<file path="config.mk">
export PLATFORM = sky130hd
export DESIGN_NAME = control_unit
export DESIGN_NICKNAME = d
export VERILOG_FILES = /design/src/rtl/cpu_pkg.sv /design/src/rtl/instr_class_decode.sv /design/src/rtl/control_unit.sv
export SDC_FILE = /design/constraint.sdc
export NUM_CORES = 1
export LEC_CHECK = 0
export ABC_AREA = 1
export CAP_MARGIN = 10
export CORE_ASPECT_RATIO = 1.1
export CORE_UTILIZATION = 36
export CTS_CLUSTER_DIAMETER = 50
export CTS_CLUSTER_SIZE = 12
export DETAILED_ROUTE_END_ITERATION = 16
export GPL_TIMING_DRIVEN = 0
export PLACE_DENSITY = 0.77
export RECOVER_POWER = 50
export SLEW_MARGIN = 20
export SYNTH_ARGS = -nofsm -noshare
export SYNTH_HDL_FRONTEND = slang
export SYNTH_SLANG_ARGS = --single-unit
</file>
<file path="constraint.sdc">
create_clock -name clk -period 1.45 [get_ports clk]
set_input_delay 0.145 -clock clk [delete_from_list [all_inputs] [get_ports clk]]
set_output_delay 0.145 -clock clk [all_outputs]
set_load 0.03 [all_outputs]
</file>
<file path="src/rtl/cpu_pkg.sv">
// Shared definitions for the hardwired control unit: opcode map,
// sequencer states and the instruction classes the sequencer branches on.
package cpu_pkg;

    // Five-bit opcodes carried in ir[31:27]
    localparam logic [4:0] OP_LD   = 5'b00000;
    localparam logic [4:0] OP_LDI  = 5'b00001;
    localparam logic [4:0] OP_ST   = 5'b00010;
    localparam logic [4:0] OP_ADD  = 5'b00011;
    localparam logic [4:0] OP_SUB  = 5'b00100;
    localparam logic [4:0] OP_SHR  = 5'b00101;
    localparam logic [4:0] OP_SHL  = 5'b00110;
    localparam logic [4:0] OP_ROR  = 5'b00111;
    localparam logic [4:0] OP_ROL  = 5'b01000;
    localparam logic [4:0] OP_AND  = 5'b01001;
    localparam logic [4:0] OP_OR   = 5'b01010;
    localparam logic [4:0] OP_ADDI = 5'b01011;
    localparam logic [4:0] OP_ANDI = 5'b01100;
    localparam logic [4:0] OP_ORI  = 5'b01101;
    localparam logic [4:0] OP_MUL  = 5'b01110;
    localparam logic [4:0] OP_DIV  = 5'b01111;
    localparam logic [4:0] OP_NEG  = 5'b10000;
    localparam logic [4:0] OP_NOT  = 5'b10001;
    localparam logic [4:0] OP_BR   = 5'b10010;
    localparam logic [4:0] OP_JR   = 5'b10011;
    localparam logic [4:0] OP_IN   = 5'b10101;
    localparam logic [4:0] OP_OUT  = 5'b10110;
    localparam logic [4:0] OP_MFHI = 5'b10111;
    localparam logic [4:0] OP_MFLO = 5'b11000;
    localparam logic [4:0] OP_NOP  = 5'b11001;
    localparam logic [4:0] OP_HALT = 5'b11010;

    // Sequencer states; T0..T7 are instruction steps, WAIT stretches div
    typedef enum logic [3:0] {
        ST_RST, ST_T0, ST_T1, ST_T2, ST_T3, ST_T4, ST_T5, ST_T6, ST_T7,
        ST_WAIT, ST_PAUSE, ST_HALT
    } state_t;

    // Groups of opcodes that share the same step sequence
    typedef enum logic [3:0] {
        CL_ALU_RR, CL_ALU_IMM, CL_UNARY, CL_MULDIV, CL_LD, CL_LDI,
        CL_ST, CL_BR, CL_SINGLE, CL_NOP, CL_HALT
    } iclass_t;

endpackage

</file>
<file path="src/rtl/instr_class_decode.sv">
// Maps an opcode onto the instruction class that selects its step sequence.
// Undefined opcodes fall into CL_NOP so they execute as a harmless no-op.
module instr_class_decode
    import cpu_pkg::*;
(
    input  logic [4:0] opcode,
    output iclass_t    iclass
);

    // Pure lookup; no state
    always_comb begin
        iclass = CL_NOP;
        case (opcode)
            OP_ADD, OP_SUB, OP_AND, OP_OR,
            OP_SHR, OP_SHL, OP_ROR, OP_ROL:   iclass = CL_ALU_RR;
            OP_ADDI, OP_ANDI, OP_ORI:         iclass = CL_ALU_IMM;
            OP_NEG, OP_NOT:                   iclass = CL_UNARY;
            OP_MUL, OP_DIV:                   iclass = CL_MULDIV;
            OP_LD:                            iclass = CL_LD;
            OP_LDI:                           iclass = CL_LDI;
            OP_ST:                            iclass = CL_ST;
            OP_BR:                            iclass = CL_BR;
            OP_JR, OP_IN, OP_OUT,
            OP_MFHI, OP_MFLO:                 iclass = CL_SINGLE;
            OP_HALT:                          iclass = CL_HALT;
            default:                          iclass = CL_NOP;
        endcase
    end

endmodule

</file>
<file path="src/rtl/control_unit.sv">
// Hardwired Moore sequencer for the 32-bit bus CPU. Steps through fetch
// (T0-T2) and a class-specific execute sequence, then returns to T0 or
// parks in PAUSE when stop is requested at the instruction boundary.
module control_unit
    import cpu_pkg::*;
#(
    parameter int DIV_CYCLES = 4
) (
    input  logic        clk,
    input  logic        clr,
    input  logic [31:0] ir,
    input  logic        con_ff,
    input  logic        stop,
    output logic        run,
    output logic [4:0]  alu_op,
    output logic        Gra, Grb, Grc, Rin, Rout, BAout, Cout,
    output logic        PCout, PCin, incPC, MARin, MDRin, MDRout, IRin,
    output logic        Yin, Zin, ZLowOut, ZHighOut,
    output logic        HIin, LOin, HIout, LOout, InPortout, OutPortIn, CONN_in,
    output logic        read, write
);

    localparam int CW = $clog2(DIV_CYCLES + 2);
    localparam bit DIV_WAITS = (DIV_CYCLES != 0);

    state_t          state_reg, state_next;
    logic [CW-1:0]   wait_cnt_reg, wait_cnt_next;
    logic [4:0]      opcode;
    iclass_t         iclass;
    logic            is_div, last_wait;
    state_t          boundary;
    logic            unused_ir;

    assign opcode    = ir[31:27];
    assign is_div    = (opcode == OP_DIV);
    assign last_wait = (wait_cnt_reg == CW'(1));
    assign boundary  = stop ? ST_PAUSE : ST_T0;
    assign unused_ir = ^ir[26:0];

    instr_class_decode u_decode (
        .opcode (opcode),
        .iclass (iclass)
    );

    // Step sequencing and the div wait counter
    always_comb begin
        state_next    = state_reg;
        wait_cnt_next = wait_cnt_reg;
        case (state_reg)
            ST_RST:   state_next = ST_T0;
            ST_T0:    state_next = ST_T1;
            ST_T1:    state_next = ST_T2;
            ST_T2:    state_next = ST_T3;
            ST_T3: begin
                case (iclass)
                    CL_SINGLE, CL_NOP: state_next = boundary;
                    CL_HALT:           state_next = ST_HALT;
                    default:           state_next = ST_T4;
                endcase
            end
            ST_T4: begin
                if (iclass == CL_UNARY) begin
                    state_next = boundary;
                end else if (iclass == CL_MULDIV && is_div && DIV_WAITS) begin
                    state_next    = ST_WAIT;
                    wait_cnt_next = CW'(DIV_CYCLES);
                end else begin
                    state_next = ST_T5;
                end
            end
            ST_WAIT: begin
                wait_cnt_next = wait_cnt_reg - CW'(1);
                if (last_wait) state_next = ST_T5;
            end
            ST_T5: begin
                case (iclass)
                    CL_MULDIV, CL_LD, CL_ST, CL_BR: state_next = ST_T6;
                    default:                        state_next = boundary;
                endcase
            end
            ST_T6: begin
                if (iclass == CL_LD || iclass == CL_ST) state_next = ST_T7;
                else                                    state_next = boundary;
            end
            ST_T7:    state_next = boundary;
            ST_PAUSE: state_next = stop ? ST_PAUSE : ST_T0;
            ST_HALT:  state_next = ST_HALT;
            default:  state_next = ST_RST;
        endcase
    end

    // State register; clr low forces RST immediately
    always_ff @(posedge clk or negedge clr) begin
        if (!clr) begin
            state_reg    <= ST_RST;
            wait_cnt_reg <= '0;
        end else begin
            state_reg    <= state_next;
            wait_cnt_reg <= wait_cnt_next;
        end
    end

    // Control strobes decoded from the current step and the opcode
    always_comb begin
        run = 1'b0; alu_op = 5'b00000;
        Gra = 1'b0; Grb = 1'b0; Grc = 1'b0; Rin = 1'b0; Rout = 1'b0;
        BAout = 1'b0; Cout = 1'b0;
        PCout = 1'b0; PCin = 1'b0; incPC = 1'b0; MARin = 1'b0;
        MDRin = 1'b0; MDRout = 1'b0; IRin = 1'b0; Yin = 1'b0; Zin = 1'b0;
        ZLowOut = 1'b0; ZHighOut = 1'b0;
        HIin = 1'b0; LOin = 1'b0; HIout = 1'b0; LOout = 1'b0;
        InPortout = 1'b0; OutPortIn = 1'b0; CONN_in = 1'b0;
        read = 1'b0; write = 1'b0;
        if (state_reg != ST_RST && state_reg != ST_PAUSE && state_reg != ST_HALT) begin
            run    = 1'b1;
            alu_op = OP_ADD;
        end
        case (state_reg)
            ST_T0: begin PCout = 1'b1; MARin = 1'b1; incPC = 1'b1; Zin = 1'b1; end
            ST_T1: begin ZLowOut = 1'b1; PCin = 1'b1; read = 1'b1; MDRin = 1'b1; end
            ST_T2: begin MDRout = 1'b1; IRin = 1'b1; end
            ST_T3: begin
                case (iclass)
                    CL_ALU_RR, CL_ALU_IMM: begin Grb = 1'b1; Rout = 1'b1; Yin = 1'b1; end
                    CL_UNARY: begin Grb = 1'b1; Rout = 1'b1; Zin = 1'b1; alu_op = opcode; end
                    CL_MULDIV: begin Gra = 1'b1; Rout = 1'b1; Yin = 1'b1; end
                    CL_LD, CL_LDI, CL_ST: begin Grb = 1'b1; BAout = 1'b1; Yin = 1'b1; end
                    CL_BR: begin Gra = 1'b1; Rout = 1'b1; CONN_in = 1'b1; end
                    CL_SINGLE: begin
                        case (opcode)
                            OP_JR:   begin Gra = 1'b1; Rout = 1'b1; PCin = 1'b1; end
                            OP_IN:   begin InPortout = 1'b1; Gra = 1'b1; Rin = 1'b1; end
                            OP_OUT:  begin Gra = 1'b1; Rout = 1'b1; OutPortIn = 1'b1; end
                            OP_MFHI: begin HIout = 1'b1; Gra = 1'b1; Rin = 1'b1; end
                            OP_MFLO: begin LOout = 1'b1; Gra = 1'b1; Rin = 1'b1; end
                            default: ;
                        endcase
                    end
                    default: ;
                endcase
            end
            ST_T4: begin
                case (iclass)
                    CL_ALU_RR:  begin Grc = 1'b1; Rout = 1'b1; Zin = 1'b1; alu_op = opcode; end
                    CL_ALU_IMM: begin Cout = 1'b1; Zin = 1'b1; alu_op = opcode; end
                    CL_UNARY:   begin ZLowOut = 1'b1; Gra = 1'b1; Rin = 1'b1; end
                    CL_MULDIV: begin
                        Grb = 1'b1; Rout = 1'b1; alu_op = opcode;
                        // A waiting div captures Z at the end of WAIT instead
                        Zin = !(is_div && DIV_WAITS);
                    end
                    CL_LD, CL_LDI, CL_ST: begin Cout = 1'b1; Zin = 1'b1; end
                    CL_BR: begin PCout = 1'b1; Yin = 1'b1; end
                    default: ;
                endcase
            end
            ST_WAIT: begin
                Grb = 1'b1; Rout = 1'b1; alu_op = opcode; Zin = last_wait;
            end
            ST_T5: begin
                case (iclass)
                    CL_ALU_RR, CL_ALU_IMM, CL_LDI: begin ZLowOut = 1'b1; Gra = 1'b1; Rin = 1'b1; end
                    CL_MULDIV: begin ZLowOut = 1'b1; LOin = 1'b1; end
                    CL_LD, CL_ST: begin ZLowOut = 1'b1; MARin = 1'b1; end
                    CL_BR: begin Cout = 1'b1; Zin = 1'b1; end
                    default: ;
                endcase
            end
            ST_T6: begin
                case (iclass)
                    CL_MULDIV: begin ZHighOut = 1'b1; HIin = 1'b1; end
                    CL_LD: begin read = 1'b1; MDRin = 1'b1; end
                    CL_ST: begin Gra = 1'b1; Rout = 1'b1; MDRin = 1'b1; end
                    CL_BR: begin ZLowOut = con_ff; PCin = con_ff; end
                    default: ;
                endcase
            end
            ST_T7: begin
                if (iclass == CL_LD) begin MDRout = 1'b1; Gra = 1'b1; Rin = 1'b1; end
                else if (iclass == CL_ST) write = 1'b1;
            end
            default: ;
        endcase
    end

endmodule

</file>
==> results of run 1 <==
[power groups by stage]
stage	Combinational [mW]	Sequential [mW]	Clock, mW
6_report	3.56	0.396	0.177
4_1_cts	2.89	0.387	0.185
5_1_grt	3.74	0.401	0.194
3_5_place_dp	2.35	0.358	0
2_1_floorplan	1.63	0.344	0
3_3_place_gp	2.33	0.355	0
[worst register-to-register path, stage by stage (launching register included)]
cell and delay [ns]:
dfrtp_1 0.41, buf_6 0.14, nand2_1 0.12, inv_1 0.11, nand2_1 0.12, nand3_2 0.10, a31oi_4 0.16, nand3_1 0.10
nor2_1 0.11, nand3_1 0.09
[per-stage QoR]
stage          setup slack, ns  cells  instance area (um2)  TNS, ns  hold slack (ns)
3_5_place_dp            -1.300    314                 1951   -34.87           0.4288
4_1_cts                -0.3806    341                 2270   -7.179           0.1543
2_1_floorplan         -0.09539    227                 1500  -0.4136          -0.1506
3_3_place_gp            -1.283    314                 1951   -34.63           0.4169
5_1_grt                -0.4800    359                 2570   -12.13           0.2329
6_report               -0.4375    359                 2570   -10.11           0.2231
[logic make-up after synthesis]
group                      after synthesis
and+or+nand+nor                        146
buffers and inverters                   40
AOI/OAI and AO/OA                       31
DFF                                      7
adders and majority gates                2
xor gates and xnor gates                 1
[area by class of cell]
cell class	count	area, um2	share of cell area, %
tap	48	60.06	2.337
sequential	7	177.7	6.913
inverter	36	167.7	6.524
timing repair buffer	78	733.2	28.53
multi-input combinational	181	1353	52.63
timing repair inverter	1	3.754	0.1461
buffer	4	48.80	1.899
clock buffer	4	26.28	1.022
[synthesized netlist by cell type]
library cell / n
o22ai_1: 2
o21ai_2: 2
inv_2: 5
a31oi_1: 3
nand4_1: 10
a21oi_1: 5
nor2_8: 1
dfrtp_1: 7
xor2_1: 1
clkinv_1: 1
ha_1: 2
nand3_2: 3
nand2_2: 9
nor4_1: 1
o31ai_1: 1
nor2_1: 34
o21ai_0: 12
buf_4: 2
buf_6: 2
nor2_4: 6
a21oi_2: 1
inv_1: 30
nor2_2: 4
nand3_1: 23
nand2_4: 4
nor3_1: 3
nand2_1: 48
o211ai_1: 1
o2111ai_1: 2
o21ai_1: 2
[per-layer routing]
| layer | up-vias | part of all wire (%) | GRT usage [%] |
|---|---|---|---|
| met2 | 99 | 49 | 40.83 |
| met1 | 870 | 41 | 36.10 |
| met3 | 12 | 8.3 | 2.559 |
| met5 | - | 0 | 0 |
| li1 | 920 | - | - |
| met4 | 0 | 2.1 | 5.233 |
[how the worst max path moves through the flow]
| stage | end | start | slack [ns] | cells after the start |
|---|---|---|---|---|
| 2_1_floorplan | BAout | state_reg[1]$_DFFE_PN0P_ | -0.1 | 5 |
| 3_3_place_gp | ZLowOut | ir[27] | -1.28 | 12 |
| 5_1_grt | alu_op[0] | state_reg[0]$_DFFE_PN0P_ | -0.48 | 8 |
| 6_report | alu_op[2] | state_reg[0]$_DFFE_PN0P_ | -0.44 | 9 |
| 4_1_cts | alu_op[3] | state_reg[0]$_DFFE_PN0P_ | -0.38 | 9 |
| 3_5_place_dp | ZLowOut | ir[27] | -1.30 | 12 |
[what timing repair did]
action / CTS / global route
hold buffers: 0 / 0
pin swaps: 24 / 17
buffers inserted: 21 / 19
gates cloned: 2 / 0
endpoints found under the setup margin: 40 / 40
resized for setup: 285 / 44
==> metrics, run 1 <==
Synth Register Bits 7; Util after Layout 75.29%; syn_area_per_cell 5.804 um2; Max-slew headroom ~80%; drt pass-1 iters 4; synth warn 0; antenna-violating nets left 0; max reg flops 4; Pleak 1.209 nW; crit path time final 1.888 ns; NumNets Final 350; clk_lat worst skew 0.25 ns; top cell type by total area after synthesis nand2_1; Hold WC Path Type in2async; CP top delay family simple AND/OR/NAND/NOR gates; CTS H-tree lvls 1; gr usage total about a quarter; Tot Pwr 4.134 mW; setup violators final 39; R2R depth 9; Synth Area in Compound Gates 14.06%; Highest Clock Rate roughly 530 MHz; Final GP Congestion 0.9283; antenna diode count 0; clock group share of total power 4.3%; Post-Synth XOR/XNOR Area less than 1%; layout cells sized above 1 roughly 62%; Area growth syn-to-layout 95.06%; IO buf count 39; detailed-route wire length 5627 um; failing checks setup timing; Die Width 59.68 um; wire length per cell 15.67 um; CP required roughly 1.3 ns; most area-consuming cells after synthesis nand2_1 14%, dfrtp_1 13%, nor2_1 9.7%; clock sink count 7; vias per cell 5.295; measured slew at the worst slew-check pin 0.3284 ns; most common cell after layout, fill and taps aside buf_6; first-pass GRT wire length 7624 um; sw frac a little over half; Worst-path clk slew 0.06 ns; outcome complete, but fails checks; Crit. End Element primary output; total grt overflow 0; CP arrival 1.74 ns; fillcell total 245; maximum vdd drop 1.153 mV; Setup Skew 0.006671 ns; count of cell types in the netlist 30; Pwr per Cell Area 1609 mW/mm2; largest family of logic cells by synthesized area simple AND/OR/NAND/NOR gates; antenna violations before repair 0; sequential share of power 9.6%; Initial Utilization 38.60%; slack of the worst reg-to-reg path -0.13 ns; Hold Vio Cnt, Final 0; post-synthesis simple-gate area fraction 56.98%; Mapped Cells 227; I/O pin count 69; final setup margin -0.4375 ns; reg2reg start state_reg[0]$_DFFE_PN0P_; worst path bufs/invs 4; Sw Pwr 2.243 mW; Post-route DRC 0; Iteration-0 DRC Markers approximately 130; fin. max-slew vios 0; CP cell instances buf_6 -> nor2_4 -> inv_2 -> nor2_4 -> inv_6 -> nor2_4 -> nor2_4 -> nor2_4 -> buf_6; Syn Nets 265; Synth Cell Area between 0.001 and 0.0015 mm2; core area approximately 0.0034 mm2; Setup CP Type reg2out; most frequent cells in the layout 41 x buf_6, 39 x nand2_1, 34 x buf_4, 25 x nor2_4; Core Rows 22; share of the synthesized area in the top cell type 13.68%; CP most frequent cell nor2_4; largest net degree at the start of global routing 11; vias in the first global route between 1500 and 2000; clock buffer depth 2; DIE HEIGHT around 65 um; vias about 1900; post-synthesis adder-cell area fraction 1.899%; R2R Path End state_reg[0]$_DFFE_PN0P_; Slowest-stage cell, CP dfrtp_1; post-detailed-placement half-perimeter wirelength 3310 um; Startpoint Class flip-flop; Max stage delay on crit path 0.41 ns; CTS tree done; mux cell area share after synthesis 0%; RSZ-0062 raised after global routing true; sequential area share after synthesis 13.30%; CP Max Fanout 5; Internal Power 1.892 mW; Gate power share 86.1%; CTS Root Cell clkbuf_4; final worst-path cycle share 130.2%; max-capacitance violation count 0; die area between 0.003 and 0.004 mm2; CTS buffer count 3
Note: power is estimated with default switching activity, not from simulation.
==> run 2: changes to the inputs <==
--- a/config.mk
+++ b/config.mk
@@ -7,13 +7,15 @@
 export LEC_CHECK = 0
 export ABC_AREA = 1
 export CAP_MARGIN = 10
+export CELL_PAD_IN_SITES_DETAIL_PLACEMENT = 1
+export CELL_PAD_IN_SITES_GLOBAL_PLACEMENT = 2
 export CORE_ASPECT_RATIO = 1.1
-export CORE_UTILIZATION = 36
+export CORE_UTILIZATION = 17
 export CTS_CLUSTER_DIAMETER = 50
 export CTS_CLUSTER_SIZE = 12
 export DETAILED_ROUTE_END_ITERATION = 16
-export GPL_TIMING_DRIVEN = 0
-export PLACE_DENSITY = 0.77
+export HOLD_SLACK_MARGIN = 0.02
+export PLACE_DENSITY_LB_ADDON = 0.1
 export RECOVER_POWER = 50
 export SLEW_MARGIN = 20
 export SYNTH_ARGS = -nofsm -noshare
==> metrics, run 2 (synthesized netlist as in run 1, its figures left out) <==
Tot Pwr 4.887 mW (+18%); Slowest-stage cell, CP dfrtp_1; CP required 1.31 ns (about the same); Iteration-0 DRC Markers 47 (-62%); Hold WC Path Type in2async; antenna diode count 0 (unchanged); vias per cell 4.289 (-19%); RSZ-0062 raised after global routing true; detailed-route wire length 7323 um (+30%); CP top delay family buffers and inverters; antenna-violating nets left 0 (unchanged); Worst-path clk slew 0.04 ns (-0.02 ns); slack of the worst reg-to-reg path -0.23 ns (-0.10 ns); Core Rows 33 (+50%); Pwr per Cell Area 1386 mW/mm2 (-14%); first-pass GRT wire length 11520 um (+51%); total grt overflow 0 (unchanged); CTS Hold Buffers Added 0 (unchanged); crit path time final 1.880 ns (-0.007329 ns); Crit. End Element primary output; core area 0.007473 mm2 (+120%); area of the multi-input gates 0.001520 mm2 (+12%); Final GP Congestion 0.8112 (-13%); Startpoint Class flip-flop; Setup Skew 0.002403 ns (-0.004268 ns); most common cell after layout, fill and taps aside buf_4; CTS tree done; Fin Setup TNS -10.73 ns (-0.6212 ns); Highest Clock Rate 531.9 MHz (+0.39%); drt pass-1 iters 4 (unchanged); Max stage delay on crit path 0.41 ns (about the same); max reg flops 4 (unchanged); Initial Utilization 17.63% (-21 points); post-detailed-placement half-perimeter wirelength 5621 um (+70%); R2R depth 11 (+2); DIE HEIGHT 94.33 um (+44%); CTS Root Cell clkbuf_8; vias in the first global route 2181 (+34%); CP most frequent cell nor2_4; CP arrival 1.74 ns (about the same); most frequent cells in the layout 91 x buf_4, 62 x buf_6, 30 x nor2_4, 26 x nand2_1, 18 x nand2_2; antenna violations before repair 0 (unchanged); vias 2119 (+11%); layout cells sized above 1 76.09% (+14 points); Hold Vio Cnt, Final 0 (unchanged); worst path bufs/invs 5 (+1); Max-slew headroom 76.77% (-1.3 points); max-capacitance violation count 0 (unchanged); fillcell total 879 (+260%); clock buffer depth 2 (unchanged); NumNets Final 428 (+22%); final worst-path cycle share 129.7% (-0.51 points); Reg area 177.7 um2 (unchanged); Area growth syn-to-layout 167.7%; die area 0.008106 mm2 (+110%); largest net degree at the start of global routing 9 (-2); CTS H-tree lvls 1 (unchanged); measured slew at the worst slew-check pin 0.3472 ns (+0.01880 ns); CP cell instances buf_6 -> nor2_4 -> inv_2 -> nor2_4 -> clkinv_4 -> buf_4 -> nor2_4 -> nand2_2 -> nand2_2 -> buf_6; Setup CP Type reg2out; clk_lat worst skew 0.22 ns (-0.03 ns); maximum vdd drop 1.305 mV (+13%); reg2reg start state_reg[0]$_DFFE_PN0P_; Hold WS 0.2626 ns (+0.03948 ns); Pleak 1.699 nW (+41%); wire length per cell 14.82 um (-5.4%); final setup margin -0.4302 ns (+0.007329 ns); Post-route DRC 0 (unchanged); CTS buffer count 3 (unchanged); fin. max-slew vios 0 (unchanged); gr usage total 18.46% (-6.9 points); IO buf count 41 (+5.1%); outcome complete, but fails checks; clock sink count 7 (unchanged); CP Max Fanout 8 (+3); setup violators final 40 (+2.6%); R2R Path End wait_cnt_reg[2]$_DFFE_PN0P_; Die Width 85.94 um (+44%); I/O pin count 69 (unchanged); failing checks setup timing
[run 2: where the power goes]
| part | leakage [nW] | switching, mW | total [mW] | internal, mW |
|---|---|---|---|---|
| clock network | 0.0228 | 0.0821 | 0.272 | 0.190 |
| registers | 0.0856 | 0.114 | 0.398 | 0.285 |
| logic | 1.59 | 2.25 | 4.22 | 1.97 |
[run 2: routing by layer]
layer | wire (um) | track usage [%]
met1 | 3190 | 23.30
met2 | 3967 | 34.39
met3 | 132 | 2.098
met4 | 31 | 2.222
met5 | 0 | 0
[run 2: worst max path at each step]
stage,from,to,depth (start not counted)
2_1_floorplan,state_reg[1]$_DFFE_PN0P_,BAout,5
3_3_place_gp,ir[30],Cout,10
3_5_place_dp,ir[28],ZLowOut,13
4_1_cts,state_reg[1]$_DFFE_PN0P_,alu_op[0],7
5_1_grt,state_reg[0]$_DFFE_PN0P_,Grb,10
6_report,state_reg[0]$_DFFE_PN0P_,Grb,10
[run 2: worst register-to-register path, cell delays in order (launching register included)]
cell	delay, ns
dfrtp_1	0.41
inv_2	0.08
nor2_4	0.14
inv_4	0.07
nor2_8	0.21
inv_6	0.09
buf_6	0.12
buf_6	0.11
o21ai_4	0.16
inv_2	0.08
o21ai_2	0.06
o21ai_1	0.06
[run 2: repair_timing]
action	in CTS	in global routing
setup endpoints to repair	40	40
pin swaps	35	29
endpoints found under the hold margin	0	0
resized for setup	147	55
setup buffers	29	18
[run 2: cell type report]
class	count	share of cell area [%]
clock buffer	4	1.277
inverter	36	4.718
multi-input combinational	180	43.10
sequential	7	5.037
tap	105	3.725
timing repair buffer	162	42.14
[run 2: metrics by stage]
step	setup slack, ns	utilization, %	instance area (um2)	instances
floorplan	-0.09539	-	1500	227
global placement	-0.6883	34.07	2546	451
detailed placement	-0.6972	34.07	2546	451
CTS	-0.3675	42.98	3212	481
global route	-0.5290	47.20	3527	494
finish	-0.4302	47.20	3527	494
==> run 3: changes to the inputs <==
==> constraint.sdc (replaced) <==
create_clock -name clk -period 1.45 [get_ports clk]
set_input_delay 0.145 -clock clk [delete_from_list [all_inputs] [get_ports clk]]
set_output_delay 0.145 -clock clk [all_outputs]
set_load 0.02 [all_outputs]
==> metrics, run 3 (synthesized netlist as in run 1, its figures left out) <==
Setup Skew 0.005842 ns (+0.003439 ns); Internal Power 2.282 mW (-6.6%); Crit. End Element primary output; sw frac 48.02% (-2.0 points); outcome complete, but fails checks; vias per cell 4.309 (+0.45%); Pleak 1.689 nW (-0.60%); CP required 1.31 ns (about the same); sequential share of power 9.2% (+1.1 points); post-detailed-placement half-perimeter wirelength 5335 um (-5.1%); Hold WC Path Type in2async; Gate power share 84.5% (-1.8 points); Sw Pwr 2.108 mW (-14%); Cell Count Post-Placement 449 (-0.44%); max reg flops 4 (unchanged); Die Width 85.94 um (unchanged); I/O pin count 69 (unchanged); Post-route DRC 0 (unchanged); vias in the first global route 2243 (+2.8%); dpl ws -1.058 ns (-0.3612 ns); largest net degree at the start of global routing 9 (unchanged); clock buffer depth 2 (unchanged); Max-slew headroom 76.15% (-0.63 points); failing checks setup timing; detailed-route wire length 7200 um (-1.7%); die area 0.008106 mm2 (unchanged); Worst-path clk slew 0.04 ns (about the same); Highest Clock Rate 576.0 MHz (+8.3%); non-filler cells, final 489 (-1.0%); CTS Root Cell clkbuf_8; setup violators final 39 (-2.5%); CP Max Fanout 5 (-3); Hold Vio Cnt, Final 0 (unchanged); fin. max-slew vios 0 (unchanged); Initial Utilization 17.63% (unchanged); CTS Hold Buffers Added 0 (unchanged); DIE HEIGHT 94.33 um (unchanged); wire length per cell 14.72 um (-0.67%); Tot Pwr 4.390 mW (-10%); antenna violations before repair 0 (unchanged); Hold WS 0.2623 ns (-0.0003100 ns); Iteration-0 DRC Markers 43 (-8.5%); CP top delay family simple AND/OR/NAND/NOR gates; crit path time final 1.736 ns (-0.1440 ns); max-capacitance violation count 0 (unchanged); CTS buffer count 3 (unchanged); first-pass GRT wire length 11160 um (-3.1%); most frequent cells in the layout 82 x buf_4, 67 x buf_6, 31 x nor2_4, 28 x nand2_1; clock group share of total power 6.3% (+0.7 points); antenna-violating nets left 0 (unchanged); CTS tree done; IO buf count 41 (unchanged); drt pass-1 iters 4 (unchanged); clock sink count 7 (unchanged); Setup CP Type reg2out; Core Rows 33 (unchanged); final worst-path cycle share 119.7% (-9.9 points); NumNets Final 423 (-1.2%); measured slew at the worst slew-check pin 0.3566 ns (+0.009353 ns); Max stage delay on crit path 0.39 ns (-0.02 ns); CTS H-tree lvls 1 (unchanged); layout cells sized above 1 75.00% (-1.1 points); fillcell total 895 (+1.8%); Pwr per Cell Area 1275 mW/mm2 (-8.0%); CP cell instances inv_2 -> nand2_4 -> nor2_1 -> buf_4 -> nand3_2 -> nand4_1 -> buf_6; gr usage total 17.58% (-0.88 points); Final GP Congestion 0.8475 (+4.5%); total grt overflow 0 (unchanged); Area growth syn-to-layout 161.3%; RSZ-0062 raised after global routing true; clk_lat worst skew 0.23 ns (about the same); vias 2107 (-0.57%); CP arrival 1.59 ns (-0.15 ns); Slowest-stage cell, CP dfrtp_1; Startpoint Class flip-flop; worst path bufs/invs 3 (-2); most common cell after layout, fill and taps aside buf_4; core area 0.007473 mm2 (unchanged); antenna diode count 0 (unchanged); final setup margin -0.2862 ns (+0.1440 ns); maximum vdd drop 0.5898 mV (-55%)
[run 3: cell types whose count changed in the layout (fill, tap and decap cells not counted), sizes merged]
cell and delta:
clkinvlp -1, clkbuf +1, buf -6, inv +2, clkinv -1
[run 3: metal layers]
layer / global-route usage (%) / share of wire (%) / up-vias
met5: 0 / 0 / -
met4: 1.944 / 0.36 / 0
met3: 1.486 / 1.5 / 2
met2: 34.39 / 55 / 31
met1: 21.24 / 43 / 1010
li1: - / - / 1064
[run 3: path summary, 6_finish.rpt]
check	cells after the start	start	to	slack, ns
max	7	state_reg[3]$_DFFE_PN0P_	Zin	-0.29
min	1	clr	wait_cnt_reg[2]$_DFFE_PN0P_	0.26
max reg2reg	11	state_reg[1]$_DFFE_PN0P_	wait_cnt_reg[2]$_DFFE_PN0P_	-0.19
min reg2reg	2	wait_cnt_reg[0]$_DFFE_PN0P_	wait_cnt_reg[0]$_DFFE_PN0P_	0.58
max in group asynchronous	1	clr	state_reg[1]$_DFFE_PN0P_	0.90
min in group clk	2	wait_cnt_reg[0]$_DFFE_PN0P_	wait_cnt_reg[0]$_DFFE_PN0P_	0.58
[run 3: stage by stage]
| step | instance area [um2] | TNS (ns) | util, % |
|---|---|---|---|
| floorplan | 1359 | -0.07328 | - |
| global placement | 2476 | -31.87 | 33.13 |
| detailed placement | 2476 | -32.49 | 33.13 |
| CTS | 3119 | -7.152 | 41.74 |
| global route | 3442 | -9.918 | 46.06 |
| finish | 3442 | -6.774 | 46.06 |
[run 3: repair_timing]
item / 4_1_cts / 5_1_grt
setup buffers: 30 / 16
gates resized for setup: 327 / 75
gates cloned: 0 / 0
pin swaps: 46 / 35
endpoints found under the setup margin: 40 / 40
[run 3: power groups by stage]
| stage | clock network (mW) | logic (mW) | registers (mW) |
|---|---|---|---|
| floorplan | 0 | 1.27 | 0.350 |
| global placement | 0 | 2.62 | 0.357 |
| detailed placement | 0 | 2.62 | 0.361 |
| CTS | 0.285 | 3.31 | 0.393 |
| global route | 0.293 | 3.96 | 0.420 |
| finish | 0.276 | 3.71 | 0.403 |
[run 3: cell type report]
| cell class | instances | area (um2) | area share, % |
|---|---|---|---|
| repair buffers | 157 | 1453 | 42.20 |
| clock buffers | 4 | 45.04 | 1.309 |
| inverters | 36 | 155.1 | 4.507 |
| multi-input cells | 180 | 1479 | 42.97 |
| well taps | 105 | 131.4 | 3.817 |
| flip-flops and latches | 7 | 178.9 | 5.198 |
